[src/rtl/watch_alarm_pkg.sv]
// Shared types and field limits for the watch alarm controller.
package watch_alarm_pkg;

   localparam int HOUR_W   = 5;
   localparam int MIN_W    = 6;
   localparam int HOUR_MAX = 23;
   localparam int MIN_MAX  = 59;

   typedef enum logic [2:0] {
      ST_IDLE,
      ST_EDIT,
      ST_ARMED,
      ST_RINGING,
      ST_SNOOZE
   } state_t;

   typedef enum logic {
      CUR_MIN  = 1'b0,
      CUR_HOUR = 1'b1
   } cursor_t;

endpackage

[src/rtl/time_field_cnt.sv]
// Wrap-around up/down field register (0..MAX) with synchronous load.
module time_field_cnt
   import watch_alarm_pkg::*;
#(
   parameter int W       = MIN_W,
   parameter int MAX     = MIN_MAX,
   parameter int RST_VAL = 0
) (
   input  logic         clk,
   input  logic         reset,
   input  logic         load,
   input  logic [W-1:0] load_val,
   input  logic         inc,
   input  logic         dec,
   output logic [W-1:0] value
);

   // inc and dec together cancel out
   always_ff @(posedge clk or posedge reset) begin
      if (reset) begin
         value <= W'(RST_VAL);
      end else if (load) begin
         value <= load_val;
      end else if (inc && !dec) begin
         value <= (value == W'(MAX)) ? '0 : value + 1'b1;
      end else if (dec && !inc) begin
         value <= (value == '0) ? W'(MAX) : value - 1'b1;
      end
   end

endmodule

[src/rtl/watch_alarm_cu.sv]
// Alarm controller: setpoint editing, arming, ringing with blink, snooze and dismiss
// against the running watch time.
module watch_alarm_cu
   import watch_alarm_pkg::*;
#(
   parameter int CLK_HZ     = 100_000_000,
   parameter int BLINK_HZ   = 2,
   parameter int RING_SEC   = 30,
   parameter int SNOOZE_MIN = 5,
   parameter int DEF_HOUR   = 7,
   parameter int DEF_MIN    = 0
) (
   input  logic              clk,
   input  logic              reset,
   input  logic              i_en,
   input  logic              btn_move_p,
   input  logic              btn_up_p,
   input  logic              btn_down_p,
   input  logic              btn_arm_p,
   input  logic [HOUR_W-1:0] i_hour,
   input  logic [MIN_W-1:0]  i_min,
   input  logic [MIN_W-1:0]  i_sec,
   output logic [HOUR_W-1:0] o_alarm_hour,
   output logic [MIN_W-1:0]  o_alarm_min,
   output logic              o_cursor,
   output logic              o_editing,
   output logic              o_armed,
   output logic              o_ring,
   output logic              o_ring_blink
);

   localparam int HALF  = CLK_HZ / (2 * BLINK_HZ);
   localparam int DIV_W = (HALF > 1) ? $clog2(HALF) : 1;
   localparam int RC_W  = $clog2(RING_SEC + 1);

   state_t            state, nxt;
   cursor_t           cursor;
   logic              prev_armed;
   logic [MIN_W-1:0]  sec_q;
   logic [RC_W-1:0]   ring_cnt;
   logic [DIV_W-1:0]  div, div_nxt;
   logic              phase, phase_nxt;
   logic [HOUR_W-1:0] snz_hour, snz_hour_nxt, tgt_hour;
   logic [MIN_W-1:0]  snz_min, snz_min_nxt, tgt_min;
   logic [6:0]        snz_sum;
   logic              sec_tick, match, one_dir, edit_step;

   assign sec_tick  = (i_sec != sec_q);
   assign tgt_hour  = (state == ST_SNOOZE) ? snz_hour : o_alarm_hour;
   assign tgt_min   = (state == ST_SNOOZE) ? snz_min  : o_alarm_min;
   assign match     = sec_tick && (i_sec == '0) && (i_hour == tgt_hour) && (i_min == tgt_min);
   assign one_dir   = btn_up_p ^ btn_down_p;
   assign edit_step = (state == ST_EDIT) && i_en && !btn_arm_p && !btn_move_p && one_dir;
   assign o_cursor  = cursor;

   time_field_cnt #(.W(MIN_W), .MAX(MIN_MAX), .RST_VAL(DEF_MIN)) u_min (
      .clk      (clk),
      .reset    (reset),
      .load     (1'b0),
      .load_val ('0),
      .inc      (edit_step && (cursor == CUR_MIN) && btn_up_p),
      .dec      (edit_step && (cursor == CUR_MIN) && btn_down_p),
      .value    (o_alarm_min)
   );

   time_field_cnt #(.W(HOUR_W), .MAX(HOUR_MAX), .RST_VAL(DEF_HOUR)) u_hour (
      .clk      (clk),
      .reset    (reset),
      .load     (1'b0),
      .load_val ('0),
      .inc      (edit_step && (cursor == CUR_HOUR) && btn_up_p),
      .dec      (edit_step && (cursor == CUR_HOUR) && btn_down_p),
      .value    (o_alarm_hour)
   );

   // Snooze target: current time plus SNOOZE_MIN, minute overflow carries into hour
   always_comb begin
      snz_sum = {1'b0, i_min} + 7'(SNOOZE_MIN);
      if (snz_sum > 7'(MIN_MAX)) begin
         snz_min_nxt  = MIN_W'(snz_sum - 7'(MIN_MAX + 1));
         snz_hour_nxt = (i_hour == HOUR_W'(HOUR_MAX)) ? '0 : i_hour + 1'b1;
      end else begin
         snz_min_nxt  = MIN_W'(snz_sum);
         snz_hour_nxt = i_hour;
      end
   end

   // Button priority: arm > move > up/down > time events
   always_comb begin
      nxt = state;
      case (state)
         ST_IDLE: begin
            if (i_en && btn_arm_p)       nxt = ST_ARMED;
            else if (i_en && btn_move_p) nxt = ST_EDIT;
         end
         ST_EDIT: begin
            if (btn_arm_p)  nxt = ST_ARMED;
            else if (!i_en) nxt = prev_armed ? ST_ARMED : ST_IDLE;
         end
         ST_ARMED: begin
            if (i_en && btn_arm_p)       nxt = ST_IDLE;
            else if (i_en && btn_move_p) nxt = ST_EDIT;
            else if (match)              nxt = ST_RINGING;
         end
         ST_RINGING: begin
            if (btn_arm_p)    nxt = ST_ARMED;
            else if (one_dir) nxt = ST_SNOOZE;
            else if (sec_tick && (ring_cnt == RC_W'(RING_SEC - 1))) nxt = ST_ARMED;
         end
         ST_SNOOZE: begin
            if (btn_arm_p)  nxt = ST_ARMED;
            else if (match) nxt = ST_RINGING;
         end
         default: nxt = ST_IDLE;
      endcase
   end

   // Blink divider only runs while staying in RINGING; phase restarts high on entry
   always_comb begin
      div_nxt   = '0;
      phase_nxt = 1'b1;
      if ((state == ST_RINGING) && (nxt == ST_RINGING)) begin
         if (div == DIV_W'(HALF - 1)) begin
            div_nxt   = '0;
            phase_nxt = ~phase;
         end else begin
            div_nxt   = div + 1'b1;
            phase_nxt = phase;
         end
      end
   end

   always_ff @(posedge clk or posedge reset) begin
      if (reset) begin
         state        <= ST_IDLE;
         cursor       <= CUR_MIN;
         prev_armed   <= 1'b0;
         sec_q        <= '0;
         ring_cnt     <= '0;
         div          <= '0;
         phase        <= 1'b1;
         o_editing    <= 1'b0;
         o_armed      <= 1'b0;
         o_ring       <= 1'b0;
         o_ring_blink <= 1'b0;
      end else begin
         state        <= nxt;
         sec_q        <= i_sec;
         div          <= div_nxt;
         phase        <= phase_nxt;
         o_editing    <= (nxt == ST_EDIT);
         o_armed      <= (nxt == ST_ARMED) || (nxt == ST_RINGING) || (nxt == ST_SNOOZE);
         o_ring       <= (nxt == ST_RINGING);
         o_ring_blink <= (nxt == ST_RINGING) && phase_nxt;
         if ((state != ST_EDIT) && (nxt == ST_EDIT)) begin
            prev_armed <= (state == ST_ARMED);
            cursor     <= CUR_MIN;
         end else if ((state == ST_EDIT) && (nxt == ST_EDIT) && i_en && btn_move_p) begin
            cursor <= (cursor == CUR_MIN) ? CUR_HOUR : CUR_MIN;
         end
         if ((state != ST_RINGING) && (nxt == ST_RINGING)) begin
            ring_cnt <= '0;
         end else if ((state == ST_RINGING) && sec_tick) begin
            ring_cnt <= ring_cnt + 1'b1;
         end
      end
   end

   always_ff @(posedge clk) begin
      if ((state == ST_RINGING) && (nxt == ST_SNOOZE)) begin
         snz_hour <= snz_hour_nxt;
         snz_min  <= snz_min_nxt;
      end
   end

endmodule
[config.mk]
export PLATFORM = sky130hd
export DESIGN_NAME = watch_alarm_cu
export DESIGN_NICKNAME = d
export VERILOG_FILES = /design/src/rtl/watch_alarm_pkg.sv /design/src/rtl/time_field_cnt.sv /design/src/rtl/watch_alarm_cu.sv
export SDC_FILE = /design/constraint.sdc
export NUM_CORES = 1
export LEC_CHECK = 0
export CORE_ASPECT_RATIO = 2
export CORE_MARGIN = 2
export CORE_UTILIZATION = 58
export CTS_CLUSTER_DIAMETER = 200
export DETAILED_ROUTE_END_ITERATION = 12
export HOLD_SLACK_MARGIN = 0.12
export PLACE_DENSITY = 0.81
export SLEW_MARGIN = 15
export SYNTH_ARGS = -nofsm -noshare
export SYNTH_HDL_FRONTEND = slang
export SYNTH_SLANG_ARGS = --single-unit
[constraint.sdc]
create_clock -name clk -period 3.2 [get_ports clk]
set_clock_uncertainty 0.2 [all_clocks]
set_input_delay 0.48 -clock clk [delete_from_list [all_inputs] [get_ports clk]]
set_output_delay 0.48 -clock clk [all_outputs]
set_load 0.01 [all_outputs]
=== Word level (Yosys, flattened, before mapping) ===
Cells that the tools add are included.

* $add $sub $neg: 9
* $lt $le $gt $ge: 1
* Equality and inequality tests: 18
* Mux-type cells: 35
* Bitwise gates (word level): 3
* Reductions and logical operators: 45

{| class="wikitable"
|+ Operators with widths
! operator !! number
|-
| 25-bit two-way mux || 2
|-
| 5-bit two-way mux || 9
|-
| 6-bit two-way mux || 6
|-
| 3-bit two-way mux || 11
|-
| 1-bit logical AND || 29
|-
| 25-bit by 1-bit adder with 25-bit output (second input constant) || 1
|-
| 25-bit == test (second input constant) || 1
|-
| 5-bit by 1-bit adder with 5-bit output (second input constant) || 3
|-
| 5-bit == test (second input constant) || 3
|-
| 3-bit one-hot mux with 5 select lines || 1
|-
| 3-bit by 2-bit == test with 1-bit output (second input constant) || 4
|-
| 6-bit logical NOT || 2
|-
| 2-bit nonzero test || 4
|-
| 6-bit by 3-bit adder with 7-bit output (second input constant) || 1
|-
| 7-bit by 6-bit > comparator with 1-bit output (second input constant) || 1
|-
| 6-bit by 1-bit adder with 6-bit output (second input constant) || 1
|-
| 3-bit by 1-bit == test with 1-bit output (second input constant) || 2
|-
| 3-bit == test (second input constant) || 2
|-
| 6-bit == test || 1
|-
| 6-bit == test (second input constant) || 1
|-
| 1-bit logical NOT || 6
|-
| 6-bit != test || 1
|-
| 6-bit by 1-bit subtractor with 6-bit output (second input constant) || 1
|-
| 6-bit subtractor (second input constant) || 1
|-
| 11 further kinds || 17
|}

* Bits in registers: 68
* Word-level logic and storage cells: 126

=== Depth between registers and ports, before layout ===
* Depth after elaboration: 15
* Gate-level depth with buffers: 13
* Mapped depth without buffers: 11

=== Hierarchy ===
A second synthesis with hierarchy kept.

* Cell total of the unflattened synthesis: 494
* Area total of the unflattened synthesis: 4,505.6 sq um

{| class="wikitable"
|+ Modules (own cells, without submodules)
! module !! times used !! cells an instance !! area an instance (sq um) !! seq. area each (sq um)
|-
| watch_alarm_cu || 1 || 365 || 3,419.5 || 1,482.7
|-
| time_field_cnt at u_min || 1 || 77 || 653.1 || 150.1
|-
| time_field_cnt at u_hour || 1 || 52 || 432.9 || 128.9
|}

=== Worst setup path before layout ===
No wires, ideal clock.

* Path kind: input-to-reg
* Start: in btn_arm_p
* End: reg u_min.value[3]
* Arrival: 2,359 ps
* Data required time: 2,864 ps
* Setup slack: 505 ps
* Cell stages on the path: 9
* Buffers on the path: 2
* Cells stage by stage: clkbuf_1 -> nand2b_1 -> nor3_1 -> nor4bb_1 -> ha_1 -> buf_1 -> o21ai_0 -> a221oi_1 -> o22ai_1

* Cells in the longest elaborated chain, start to end: 9
* Elaborated cells between the ends (all ways): 13
* Classes of those cells: 1 x mux; 12 x reduce/logical

{| class="wikitable"
|+ Ends and longest elaborated chain
! what !! line !! source
|-
| start: declaration || watch_alarm_cu.sv:19 || <nowiki>input logic btn_arm_p,</nowiki>
|-
| 1-bit logical NOT (*) || watch_alarm_cu.sv:53 || <nowiki>assign edit_step = (state == ST_EDIT) && i_en && !btn_arm_p && !btn_move_p && one_dir;</nowiki>
|-
| 1-bit logical AND (*) (3 in series) || watch_alarm_cu.sv:53 ||
|-
| 1-bit logical AND (*) || watch_alarm_cu.sv:61, watch_alarm_cu.sv:62 ||
|-
| 1-bit logical AND (on tied branches) || watch_alarm_cu.sv:62, watch_alarm_cu.sv:61 ||
|-
| 1-bit logical NOT (on tied branches) || time_field_cnt.sv:24, time_field_cnt.sv:26 ||
|-
| 1-bit logical AND (on tied branches) || time_field_cnt.sv:24, time_field_cnt.sv:26 ||
|-
| 6-bit two-way mux or 2-bit nonzero test (tied branches) || - ||
|-
| end signal: assignment || time_field_cnt.sv:23 || <nowiki>value <= load_val;</nowiki>
|-
| end signal: assignment || time_field_cnt.sv:25 || <nowiki>value <= (value == W'(MAX)) ? '0 : value + 1'b1;</nowiki>
|-
| end signal: assignment || time_field_cnt.sv:27 || <nowiki>value <= (value == '0) ? W'(MAX) : value - 1'b1;</nowiki>
|-
| end: declaration || time_field_cnt.sv:15 || <nowiki>output logic [W-1:0] value</nowiki>
|}

Mark *: on every way between the ends. The rest lies on a longest branch, timed or not.
A chain may end at the register's enable or synchronous reset.

=== Worst setup path in the final report ===
* Start: in i_min[1]
* End: reg snz_hour[3], data pin

* Cells in the longest elaborated chain, start to end: 3

{| class="wikitable"
|+ Ends and longest elaborated chain
! what !! line !! source
|-
| start: declaration || watch_alarm_cu.sv:21 || <nowiki>input logic [MIN_W-1:0] i_min,</nowiki>
|-
| 6-bit by 3-bit adder with 7-bit output || watch_alarm_cu.sv:78 || <nowiki>snz_sum = {1'b0, i_min} + 7'(SNOOZE_MIN);</nowiki>
|-
| 7-bit by 6-bit > comparator with 1-bit output || watch_alarm_cu.sv:79 || <nowiki>if (snz_sum > 7'(MIN_MAX)) begin</nowiki>
|-
| 5-bit two-way mux || watch_alarm_cu.sv:79 ||
|-
| named net snz_hour_nxt[3] || watch_alarm_cu.sv:43 || <nowiki>logic [HOUR_W-1:0] snz_hour, snz_hour_nxt, tgt_hour;</nowiki>
|-
| end signal: assignment || watch_alarm_cu.sv:171 || <nowiki>snz_hour <= snz_hour_nxt;</nowiki>
|-
| end: declaration || watch_alarm_cu.sv:43 ||
|}

The timed path passes the listed nets, and every way through them passes these cells.

==> metrics.cfg <==
[sta]
rsz0062_at_grt = false
post-route-period-util_pct = 92.72
period_needed_ns = 2.967
setup_viol = 0
fmax_ghz = 0.3371
maxSlewHeadroom_pct = 45.93
hold_viol_final = 0
holdWs_ns = 0.2843
worstMarginPinSlew_ns = 0.8037
final.setup.tns_ns = 0
drv_slew = 0

[pwr]
p_seq_share_pct = 42.0
comb_power_share_pct = 15.8
power.share.clock_pct = 42.3
internal-power_uw = 1749
finalPower_uw = 2372
p_sw_share_pct = 26.25
net-switching-power_uw = 622.5
power.density_nw_per_um2 = 477.7
peakVddDrop_mv = 0.3192
leakage_uw = 0.002002

[global_routing]
track_usage_pct = 26.20
grt_pass1_vias = 3502
grt_first_pass_wirelength_um = 15810
gr-total-overflow = 0
antenna_found_initial = 0
grt_max_degree = 58

[die]
die-area_um2 = 7887
fp.dieW_um = 63.81
rows = 43
ios = 40
die_h_um = 123.6
core_um2 = 6940
start_util_pct = 59.78

[drt]
viasPerCell = 6.007
drt_wl_total_um = 9670
num_vias = 3526
final_antenna_net_count = 0
drt-wirelength-per-cell_um = 16.47
drt_iter0_drc = 253
post-route-drc-count = 0
detail_route.first_pass.iterations = 6

[clock_tree]
hold_buffers = 0
cts.sinks = 68
htreeDepth = 3
postCtsSetupBuffers = 0
clk_pin_slew_worst_paths_ns = 0.05
numCtsBuffers = 9
clock_path_buffers = 2
cts-root-buf = clkbuf_16
cts_resized = 0
clock_latency_ns = 0.33
cts_tree = done

[placed_design]
port_buffers = 39
globalplace.congestion = 0.9020
post-dp-hpwl_um = 7178
dp_cells = 571

[critical_path]
worst-setup-path-type = in -> reg
crit_fanout = 8
reg2reg_from = state[0]
crit_arrival_ns = 2.85
cp-start-kind = input pin
worstRegToRegCells = 10
reg2reg_to = u_hour.value[4]
required_ns = 3.08
reg2reg_setup_slack_ns = 0.32
endpoint_kind = register

[layout]
drive_above_1_share_pct = 9.054
antenna_cells = 0
fin_nets = 531
final_util_pct = 71.53
area_growth_pct = 19.66
stdcell_count = 587

[logic_synthesis]
synth_edf_count = 11
ys_ff_latch = 68
synth_cell_types = 58
ys_warn_count = 0
synth_nets = 489
synth_area_per_cell_um2 = 9.220
postSynthCellCount = 450
synthArstFlopShare_pct = 83.82
seq_area_frac_synth_pct = 42.46
syn_area_um2 = 4149
synth-main-ff-cell = dfrtp_1

[min_path]
hp-class = reg -> reg
hold_end = ring_cnt[2]
min_from = ring_cnt[2]
min_path_cells = 1

[status]
status = finished clean

[flow_run]
max_cap_viol_count = 0

==> flip-flops by register name, indices dropped and copies added (netlist names) <==
register	cells
o_ring_blink	1
snz_min	6
u_min.value	6
snz_hour	5
o_ring	1
div	25
o_cursor	1
ring_cnt	5
u_hour.value	5
state	3
o_editing	1
o_armed	1
prev_armed	1
phase	1
sec_q	6
==> cell usage after synthesis, types with 5 or more instances <==
cell type / n / share of area, %
a21oi_1: 16 / 1.9
a31oi_1: 11 / 1.7
and3_1: 9 / 1.4
clkbuf_1: 16 / 1.4
dfrtp_1: 53 / 32
edfxtp_1: 11 / 8.0
ha_1: 15 / 4.5
inv_1: 22 / 2.0
nand2_1: 38 / 3.4
nand2b_1: 5 / 0.75
nand3_1: 21 / 2.5
nand4_1: 5 / 0.75
nor2_1: 46 / 4.2
nor2b_1: 9 / 1.4
nor3_1: 13 / 1.6
nor4_1: 5 / 0.75
o21ai_0: 23 / 2.8
xnor2_1: 23 / 4.9
xor2_1: 31 / 6.5
==> power groups by stage <==
stage	combinational (µW)	clock (µW)	sequential, µW
final	374	1000	995
after global routing	419	1050	1000
after CTS	375	1010	994
after detailed placement	374	0	1010
after global placement	359	0	1010
after floorplan	252	0	984
==> worst max path at each step <==
stage,from,endpoint,slack (ns),cells past startpoint
global placement,i_min[0],snz_hour[3],0.17,9
detailed placement,i_min[1],snz_hour[3],-0.04,9
CTS,i_min[1],snz_hour[3],0.31,9
global route,state[0],u_hour.value[4],0.09,10
floorplan,btn_arm_p,u_min.value[3],0.50,9
finish,i_min[1],snz_hour[3],0.23,9
==> layer usage <==
metal	track usage [%]	share of wire [%]	up-vias
li1	-	-	1671
met1	25.89	36	1715
met2	49.41	57	105
met3	4.788	3.1	35
met4	15.76	4.2	0
met5	0	0	-
==> worst max-delay path, stage by stage <==
cell and delay [ns]:
clkdlybuf4s50_1 0.46, ha_1 0.25, o21ai_0 0.26, xnor2_1 0.17, nor2b_1 0.21, nor3b_1 0.23, o32a_1 0.34, nand4_1 0.15
mux2_2 0.30
==> kinds of logic (layout without fill, tap and decap cells) <==
logic type      after synthesis  count (layout)  share of synthesized area (%)
simple gates                177             177                          21.92
compound gates               84              84                          13.42
flops                        68              68                          42.46
xor+xnor                     54              54                          11.40
buf+inv                      45              92                          4.463
fa+ha+maj                    15              15                          4.524
mux                           7               7                          1.809
==> area by class of cell <==
type | instances | area (µm²)
Sequential cell | 68 | 1762
Timing Repair Buffer | 54 | 503.0
Multi-Input combinational cell | 337 | 2202
Clock buffer | 12 | 256.5
Tap cell | 90 | 112.6
Inverter | 22 | 82.58
Clock inverter | 4 | 46.29
Fill cell | 499 | 1976
==> layout by cell type, fill, tap and decap left out, drive strengths merged, types with 4 or more instances in the layout <==
master / count
nor2: 46
nand4: 5
a221oi: 4
nor2b: 9
dfrtp: 53
nand2: 38
ha: 15
or2: 4
clkdlybuf4s50: 39
nor3: 13
xor2: 31
and3: 9
buf: 15
nand2b: 5
mux2: 4
nor4: 6
nand3: 21
a31oi: 11
xnor2: 23
inv: 23
dfstp: 4
a21oi: 16
edfxtp: 11
clkbuf: 12
a41oi: 4
o21ai: 23
o22ai: 4
==> through the flow <==
step | cell area, µm² | setup WS, ns
3_5_place_dp | 4662 | -0.03858
5_1_grt | 4965 | 0.09474
6_report | 4965 | 0.2331
4_1_cts | 4965 | 0.3054
3_3_place_gp | 4662 | 0.1682
2_1_floorplan | 4149 | 0.5047
No activity file was read; power rests on OpenSTA's default activity.
